## config.mk

```make
export PLATFORM = sky130hd
export DESIGN_NAME = crypto_cmd_sequencer_89
export DESIGN_NICKNAME = d
export VERILOG_FILES = /design/src/rtl/crypto_cmd_sequencer_89.sv
export SDC_FILE = /design/constraint.sdc
export NUM_CORES = 2
export LEC_CHECK = 0
export ABC_AREA = 0
export CORE_ASPECT_RATIO = 1.75
export CORE_MARGIN = 4
export CORE_UTILIZATION = 53
export DETAILED_ROUTE_END_ITERATION = 8
export GPL_TIMING_DRIVEN = 1
export PLACE_DENSITY = 0.78
export SLEW_MARGIN = 30
export SYNTH_ARGS = -nofsm -noshare
export SYNTH_HDL_FRONTEND = slang
export SYNTH_SLANG_ARGS = --single-unit
```

## constraint.sdc

```tcl
create_clock -name clk -period 23 [get_ports clk]
set_input_delay 4.6 -clock clk [delete_from_list [all_inputs] [get_ports clk]]
set_output_delay 4.6 -clock clk [all_outputs]
set_load 0.005 [all_outputs]
```

## src/rtl/crypto_cmd_sequencer_89.sv

```systemverilog
// ---------------------------------------------------------------------------
// crypto_cmd_sequencer_89
//
// Upstream command sequencer for cryptoprocessor_wrapper_89. Host commands
// (instruction word plus an operand pair) are buffered in a FIFO. They are
// issued to the wrapper at most one per cycle. An optional idle gap follows
// every multiply. Readouts capture the redundant result pair and return it to
// the host.
//
// Handshakes (strict valid/ready): a transfer happens on a rising clk edge
// where valid && ready. A source holds valid and its payload until that edge.
// cmd_ready does not depend on cmd_valid, and res_valid does not depend on
// res_ready.
//
// Ports
//   clk, rst          clock; synchronous active-high reset
//   cmd_valid/ready   host command handshake (cmd_ready = FIFO not full)
//   cmd_word          {opcode[23:21], srcA[20:14], srcB[13:7], dst[6:0]}
//   cmd_d1, cmd_d2    operand pair (used by opcode 1 only)
//   res_valid/ready   result handshake; res_d1/res_d2 hold dout_1/dout_2
//   illegal           sticky: opcode 6 or 7 was popped
//   busy              FIFO non-empty or FSM not idle
//   perf_issued       issued-instruction counter (0 unless SEQ_PERFCNT_EN)
//   get_output, data_en, ins_in, command_in, din_1, din_2   wrapper controls
//   dout_1, dout_2    wrapper read data
//   dbg_state_o       current FSM state (IDLE=0, GAP=1, READ=2, RESP=3)
//
// Build option: define SEQ_PERFCNT_EN to build the saturating perf_issued
// counter. Without it, perf_issued is tied to 0.
// ---------------------------------------------------------------------------
module crypto_cmd_sequencer_89 #(
    parameter int W        = 89,
    parameter int DEPTH    = 8,
    parameter int MUL_GAP  = 0,
    parameter int READ_LAT = 1
) (
    input  logic         clk,
    input  logic         rst,
    input  logic         cmd_valid,
    output logic         cmd_ready,
    input  logic [23:0]  cmd_word,
    input  logic [W-1:0] cmd_d1,
    input  logic [W-1:0] cmd_d2,
    output logic         res_valid,
    input  logic         res_ready,
    output logic [W-1:0] res_d1,
    output logic [W-1:0] res_d2,
    output logic         illegal,
    output logic         busy,
    output logic [15:0]  perf_issued,
    output logic         get_output,
    output logic         data_en,
    output logic         ins_in,
    output logic [23:0]  command_in,
    output logic [W-1:0] din_1,
    output logic [W-1:0] din_2,
    input  logic [W-1:0] dout_1,
    input  logic [W-1:0] dout_2,
    output logic [1:0]   dbg_state_o
);

    localparam int AW = (DEPTH > 1) ? $clog2(DEPTH) : 1;
    localparam int CW = AW + 1;
    localparam int EW = 24 + 2 * W;

    localparam logic [1:0] ST_IDLE = 2'd0;
    localparam logic [1:0] ST_GAP  = 2'd1;
    localparam logic [1:0] ST_READ = 2'd2;
    localparam logic [1:0] ST_RESP = 2'd3;

    // ---------------- command FIFO ----------------
    logic [EW-1:0] mem_q [DEPTH];
    logic [AW-1:0] wr_ptr_q, rd_ptr_q;
    logic [CW-1:0] count_q, count_d;
    logic          push, pop, full, empty;
    logic [EW-1:0] head;
    logic [23:0]   head_word;
    logic [2:0]    head_op;

    assign full      = (count_q == CW'(DEPTH));
    assign empty     = (count_q == '0);
    assign cmd_ready = !full;
    assign push      = cmd_valid && cmd_ready;
    assign head      = mem_q[rd_ptr_q];
    assign head_word = head[EW-1 -: 24];
    assign head_op   = head_word[23:21];
    assign count_d   = count_q + CW'(push) - CW'(pop);

    always_ff @(posedge clk) begin
        if (push) mem_q[wr_ptr_q] <= {cmd_word, cmd_d1, cmd_d2};
    end

    // ---------------- FSM and output registers ----------------
    logic [1:0]   state_q, state_d;
    logic [15:0]  gap_cnt_q, gap_cnt_d;
    logic [15:0]  rd_cnt_q, rd_cnt_d;
    logic         ins_in_q, ins_in_d, data_en_q, data_en_d, get_output_q, get_output_d;
    logic [23:0]  command_in_q, command_in_d;
    logic [W-1:0] din_1_q, din_1_d, din_2_q, din_2_d;
    logic         res_valid_q, res_valid_d;
    logic [W-1:0] res_d1_q, res_d1_d, res_d2_q, res_d2_d;
    logic         illegal_q, illegal_d;
    logic         issue;

    // A pop can happen in IDLE, and also in the RESP cycle where the result
    // handshake completes, so the next instruction leaves without a bubble.
    assign pop = !empty && ((state_q == ST_IDLE) || (state_q == ST_RESP && res_ready));

    always_comb begin
        state_d      = state_q;
        gap_cnt_d    = gap_cnt_q;
        rd_cnt_d     = rd_cnt_q;
        ins_in_d     = 1'b0;
        data_en_d    = 1'b0;
        get_output_d = 1'b0;
        command_in_d = '0;
        din_1_d      = '0;
        din_2_d      = '0;
        res_valid_d  = res_valid_q;
        res_d1_d     = res_d1_q;
        res_d2_d     = res_d2_q;
        illegal_d    = illegal_q;
        issue        = 1'b0;

        case (state_q)
            ST_GAP: begin
                gap_cnt_d = gap_cnt_q + 16'd1;
                if (gap_cnt_q == 16'(MUL_GAP - 1)) state_d = ST_IDLE;
            end
            ST_READ: begin
                // rd_cnt_q counts the cycles get_output has been visible.
                if (rd_cnt_q == 16'(READ_LAT)) begin
                    res_d1_d    = dout_1;
                    res_d2_d    = dout_2;
                    res_valid_d = 1'b1;
                    state_d     = ST_RESP;
                end else begin
                    get_output_d = 1'b1;
                    command_in_d = command_in_q;
                    rd_cnt_d     = rd_cnt_q + 16'd1;
                end
            end
            ST_RESP: begin
                if (res_ready) begin
                    res_valid_d = 1'b0;
                    state_d     = ST_IDLE;
                end
            end
            default: ;
        endcase

        if (pop) begin
            case (head_op)
                3'd0: begin
                    get_output_d = 1'b1;
                    command_in_d = head_word;
                    rd_cnt_d     = 16'd1;
                    state_d      = ST_READ;
                    issue        = 1'b1;
                end
                3'd1: begin
                    ins_in_d     = 1'b1;
                    data_en_d    = 1'b1;
                    command_in_d = head_word;
                    din_1_d      = head[2*W-1 -: W];
                    din_2_d      = head[W-1:0];
                    issue        = 1'b1;
                end
                3'd2, 3'd3, 3'd4, 3'd5: begin
                    ins_in_d     = 1'b1;
                    command_in_d = head_word;
                    issue        = 1'b1;
                    if (head_op == 3'd5 && MUL_GAP > 0) begin
                        gap_cnt_d = '0;
                        state_d   = ST_GAP;
                    end
                end
                default: illegal_d = 1'b1;
            endcase
        end
    end

    always_ff @(posedge clk) begin
        if (rst) begin
            wr_ptr_q     <= '0;
            rd_ptr_q     <= '0;
            count_q      <= '0;
            state_q      <= ST_IDLE;
            gap_cnt_q    <= '0;
            rd_cnt_q     <= '0;
            ins_in_q     <= 1'b0;
            data_en_q    <= 1'b0;
            get_output_q <= 1'b0;
            command_in_q <= '0;
            din_1_q      <= '0;
            din_2_q      <= '0;
            res_valid_q  <= 1'b0;
            res_d1_q     <= '0;
            res_d2_q     <= '0;
            illegal_q    <= 1'b0;
        end else begin
            if (push) wr_ptr_q <= wr_ptr_q + AW'(1);
            if (pop)  rd_ptr_q <= rd_ptr_q + AW'(1);
            count_q      <= count_d;
            state_q      <= state_d;
            gap_cnt_q    <= gap_cnt_d;
            rd_cnt_q     <= rd_cnt_d;
            ins_in_q     <= ins_in_d;
            data_en_q    <= data_en_d;
            get_output_q <= get_output_d;
            command_in_q <= command_in_d;
            din_1_q      <= din_1_d;
            din_2_q      <= din_2_d;
            res_valid_q  <= res_valid_d;
            res_d1_q     <= res_d1_d;
            res_d2_q     <= res_d2_d;
            illegal_q    <= illegal_d;
        end
    end

`ifdef SEQ_PERFCNT_EN
    logic [15:0] perf_q;
    always_ff @(posedge clk) begin
        if (rst)                            perf_q <= '0;
        else if (issue && perf_q != 16'hFFFF) perf_q <= perf_q + 16'd1;
    end
    assign perf_issued = perf_q;
`else
    assign perf_issued = 16'h0000;
`endif

    assign ins_in      = ins_in_q;
    assign data_en     = data_en_q;
    assign get_output  = get_output_q;
    assign command_in  = command_in_q;
    assign din_1       = din_1_q;
    assign din_2       = din_2_q;
    assign res_valid   = res_valid_q;
    assign res_d1      = res_d1_q;
    assign res_d2      = res_d2_q;
    assign illegal     = illegal_q;
    assign busy        = !empty || (state_q != ST_IDLE);
    assign dbg_state_o = state_q;

endmodule

```

* Word level (Yosys, flattened, before mapping)
Memories as Yosys holds them, arrays and structs flattened. A register that Yosys moved wholly into a read port is not among the register bits.
Cells that the tools add are included.
** Operators by class
- Bitwise logic cells :: 3
- $add $sub $neg :: 6
- Reductions and logical operators :: 19
- Equality and inequality tests :: 13
- Mux-type cells :: 27
** Operator list (number)
- $mux 24 :: 4
- $mux 16 :: 4
- $add 16x1->16 const B :: 2
- $eq 16x1->1 const B :: 1
- $eq 16x16->1 const B :: 1
- $mux 1 :: 10
- $mux 2 :: 5
- $add 3x1->3 const B :: 2
- $eq 3x2->1 const B :: 2
- $eq 3x3->1 const B :: 2
- $mux 3 :: 2
- $pmux 2 s3 :: 1
- $reduce_or 6->1 :: 1
- $reduce_or 5->1 :: 1
- $add 4x1->4 :: 1
- $eq 2x2->1 const B :: 2
- $eq 4x4->1 const B :: 1
- $logic_not 4->1 :: 1
- $ne 2x2->1 const B :: 2
- $reduce_and 2->1 :: 2
- $reduce_bool 2->1 :: 2
- $sub 4x1->4 :: 1
- $eq 3x1->1 const B :: 1
- $logic_and 1x1->1 :: 3
- other kinds (10) :: 14
** Storage, ports and cells
- Bits of input ports :: 384
- Word-level logic and storage cells :: 85
- Memory bits (writable) :: 1616
- Register bits :: 429
- Memories :: 1
- Output and inout bits :: 405
** Memories
- mem_q :: words 8, bits a word 202, rd ports 1, clocked after memory_dff 1, wr ports 1, RTL line 72 : logic [EW-1:0] mem_q [DEPTH];

* Longest topological paths before layout
- Word-level depth :: 6
- Gate-level depth with buffers :: 12
- Gate-level depth less buffers :: 12

* Least setup slack after synthesis
No wires, ideal clock.
- Path kind :: input-to-reg
- From :: in cmd_valid
- To :: mem mem_q[0][0] (netlist bit) (enable)
- Path slack :: 3.386 ns
- Path buffers :: 0
- Stages on the path :: 3
- Library setup time :: 1.012 ns
- Arrival :: 18.602 ns
- Required time :: 21.988 ns
- Cells stage by stage :: nand2_1 or2_2 nor3_1
** On the way
- Cells in the longest elaborated chain, start to end :: 3
** RTL lines
- start, declared :: RTL line 39 : input logic cmd_valid,
- $logic_and 1x1->1 :: RTL line 83 : assign push = cmd_valid && cmd_ready;
- $mux 1 :: RTL line 90 : if (push) mem_q[wr_ptr_q] <= {cmd_word, cmd_d1, cmd_d2};
- $mux 1 (not written as such) :: RTL line 90
- end, declared :: RTL line 72
Every way passes these cells.

* Worst setup path in the final report
- From :: in cmd_valid
- To :: mem mem_q[0][165] (netlist bit) (enable)
The elaborated chain is that of the path after synthesis.

==> flow_summary.ini <==
[placement]
place_inst = 6308
place_hpwl_mm = 126.1
port_buffers = 772
gp_congestion = 0.9751

[global_routing]
met3_usage = 0.07536
antenna_found_initial = 59
grt_pass1_vias = 40180
grt_usage = 0.2660
gr-total-overflow = 0
grt_pass1_wl_mm = 286.8
busiest_layer = met2
grt_max_degree = 153
grt_use_met1 = 0.3635
grtUsageMet2 = 0.4261

[clock_tree]
cts_sinks = 2048
postCtsResizedCells = 0
htree_levels = 4
numCtsBuffers = 174
cts-root-buf = clkbuf_16
post_cts_buffers = 0
worst_skew_pair.late_latency_ns = 0.80
clock_path_buffers = 3
hold_buffers = 0
clk_pin_slew_ns = 0.06
tritoncts = done

[finish]
final_common_cell = edfxtp_1
drive_above_1_share = 0.1826
layout_common_cells = 1616 x edfxtp_1, 771 x clkdlybuf4s50_1, 429 x dfxtp_1
final_nets = 5043
utilization = 0.6471
fin_cells = 6665
nFillCells = 9327
area_growth_pct = 21.04

[setup_path]
crit_slowest_cell = buf_4
reg2reg_depth = 8
worstPathArrival_ns = 8.17
cp-startpoint = cmd_valid
timing.rr.end = din_2[88]
slowest_delay_ns = 0.82
cp_max_fo = 63
path_cells = clkdlybuf4s50_1, nand2_1, or2_2, nor3_2, buf_6, buf_4, buf_4
crit_type = input port to register
path_common_cell = buf_4
endpoint_kind = register
critPathLaunchType = input port
reg2reg_slack_ns = 17.76
critical_path_required_ns = 23.39

[timing]
worstMarginPinSlew_ns = 1.114
grt_setup_unrepaired = no
setup_tns_ns = 0
finalSetupViolCount = 0
skew_ns = 0.03560
final_max_slew_viol_count = 0
min_period_ns = 7.786
hold_viol_final = 0
fmax_ghz = 0.1284
maxSlewHeadroom = 0.2575
fin_crit_sh = 0.3385

[routing]
drc = 0
vias = 40070
detail-route-antenna-nets = 0
firstDrtPassIters = 6
wl_per_cell_um = 29.83
wirelength_mm = 198.8
drtIter0Drc = 4381
vias_per_cell = 6.012

[synth]
synth_warnings = 0
yosysSeqAreaShare = 0.7599
ys_types = 53
syn_inst = 3899
synth_seq_cells = 2048
synth_edf_count = 1616
syn_area_sq_mm = 0.07524
synth_flop_cell = edfxtp_1
async_reset_ff_frac = 0
synth.avg_cell_area_sq_um = 19.30

[die]
die_h_um = 506.4
die_area_sq_mm = 0.1483
initial_core_util = 0.5346
num_rows = 182
die_w_um = 292.8
core_area_sq_mm = 0.1407
io_pins = 789

[worst_hold_path]
hold_path_class = register to register
hp-start = command_in[16]
hold_end = command_in[16]
min_path_cells = 1

[outcome]
outcome = finished, final reports clean

[pwr]
ir_drop_mv = 0.08602
static-leakage-power_nw = 27.96
total_power_mw = 9.527
powerDensity_mw_per_mm2 = 104.6

[job]
max_cap_violations = 0
[where the power goes]
group	internal (mW)	switching, mW
combinational	0.948	1.17
sequential	4.22	0.107
clock	1.76	1.33
[sequential cells by signal, summed over array words and instances, names as in the netlist, named ones only]
register,cells
wr_ptr_q,3
data_en,1
res_valid,1
count_q,4
mem_q,1616
ins_in,1
get_output,1
gap_cnt_q,16
din_1,89
rd_ptr_q,3
dbg_state_o,2
rd_cnt_q,16
res_d2,89
illegal,1
din_2,89
command_in,24
res_d1,89
[worst max-delay path by stage]
| stage | end | slack, ns |
|---|---|---|
| floorplan | mem_q[0][0] | 3.39 |
| global placement | mem_q[0][157] | 14.12 |
| detailed placement | mem_q[0][157] | 14.32 |
| CTS | mem_q[0][165] | 15.17 |
| global route | mem_q[0][165] | 15.01 |
| finish | mem_q[0][165] | 15.21 |
[Yosys cell counts (2+ instances only)]
master / n / area share
mux2_2: 4 / 0.00060
o2bb2ai_1: 21 / 0.0024
and3_1: 6 / 0.00050
nor3_2: 109 / 0.015
xnor2_1: 8 / 0.00093
xor2_1: 14 / 0.0016
o31ai_1: 4 / 0.00040
o21ai_0: 187 / 0.012
buf_6: 12 / 0.0018
nor2b_1: 3 / 0.00025
buf_1: 41 / 0.0020
or3b_2: 2 / 0.00023
buf_4: 17 / 0.0017
o211ai_1: 2 / 0.00020
mux4_2: 403 / 0.12
ha_1: 11 / 0.0018
dfxtp_1: 432 / 0.11
nor4_1: 4 / 0.00033
inv_1: 12 / 0.00060
or3_1: 9 / 0.00075
nand3_1: 191 / 0.013
a21oi_1: 201 / 0.013
mux2_1: 2 / 0.00030
clkbuf_1: 205 / 0.010
nor2_1: 36 / 0.0018
mux2i_1: 201 / 0.027
nand2b_1: 6 / 0.00050
or4_1: 6 / 0.00060
nand4_1: 11 / 0.00091
buf_2: 6 / 0.00040
edfxtp_1: 1616 / 0.64
and4b_1: 2 / 0.00027
nand2_1: 18 / 0.00090
and4_1: 4 / 0.00047
nor3_1: 75 / 0.0050
[stage by stage]
stage | area [sq um] | hold WS [ns] | setup slack [ns]
6_report | 91070 | 0.4700 | 15.21
4_1_cts | 90910 | 0.4709 | 15.17
2_1_floorplan | 75290 | 0.4515 | 3.386
3_3_place_gp | 84760 | 0.4459 | 14.12
3_5_place_dp | 84800 | 0.4474 | 14.32
5_1_grt | 91020 | 0.4817 | 15.01
[kinds of logic after synthesis]
family | count (synthesis) | share of synthesized area
DFF | 2048 | 0.7599
muxes | 610 | 0.1483
and+or+nand+nor | 488 | 0.04029
AOI/OAI and AO/OA | 425 | 0.03005
buffers and inverters | 293 | 0.01676
xor gates and xnor gates | 22 | 0.002561
adders and majority gates | 12 | 0.002095
other | 1 | 0.00004984
[cell type report]
type                       count  area [sq um]  share of cell area
timing repair buffer         838          8422             0.09247
inverter                      12         45.04           0.0004946
clock buffer                 244          4922             0.05405
tap                         1840          2302             0.02528
sequential                  2048         57190              0.6279
multi-input combinational   1573         16940              0.1860
clock inverter                83          1185             0.01301
antenna                       27         67.56           0.0007419
[metal layers]
| metal | up-vias | part of all wire |
|---|---|---|
| li1 | 17150 | - |
| met1 | 20820 | 0.38 |
| met2 | 1798 | 0.49 |
| met3 | 275 | 0.099 |
| met4 | 32 | 0.026 |
| met5 | - | 0.0011 |
[worst max-delay path, delay by kind of cell]
family	cells	cell delay, ns
buf+inv	4	2.74
simple gates	3	0.68
Note: power is estimated with default switching activity, not from simulation.
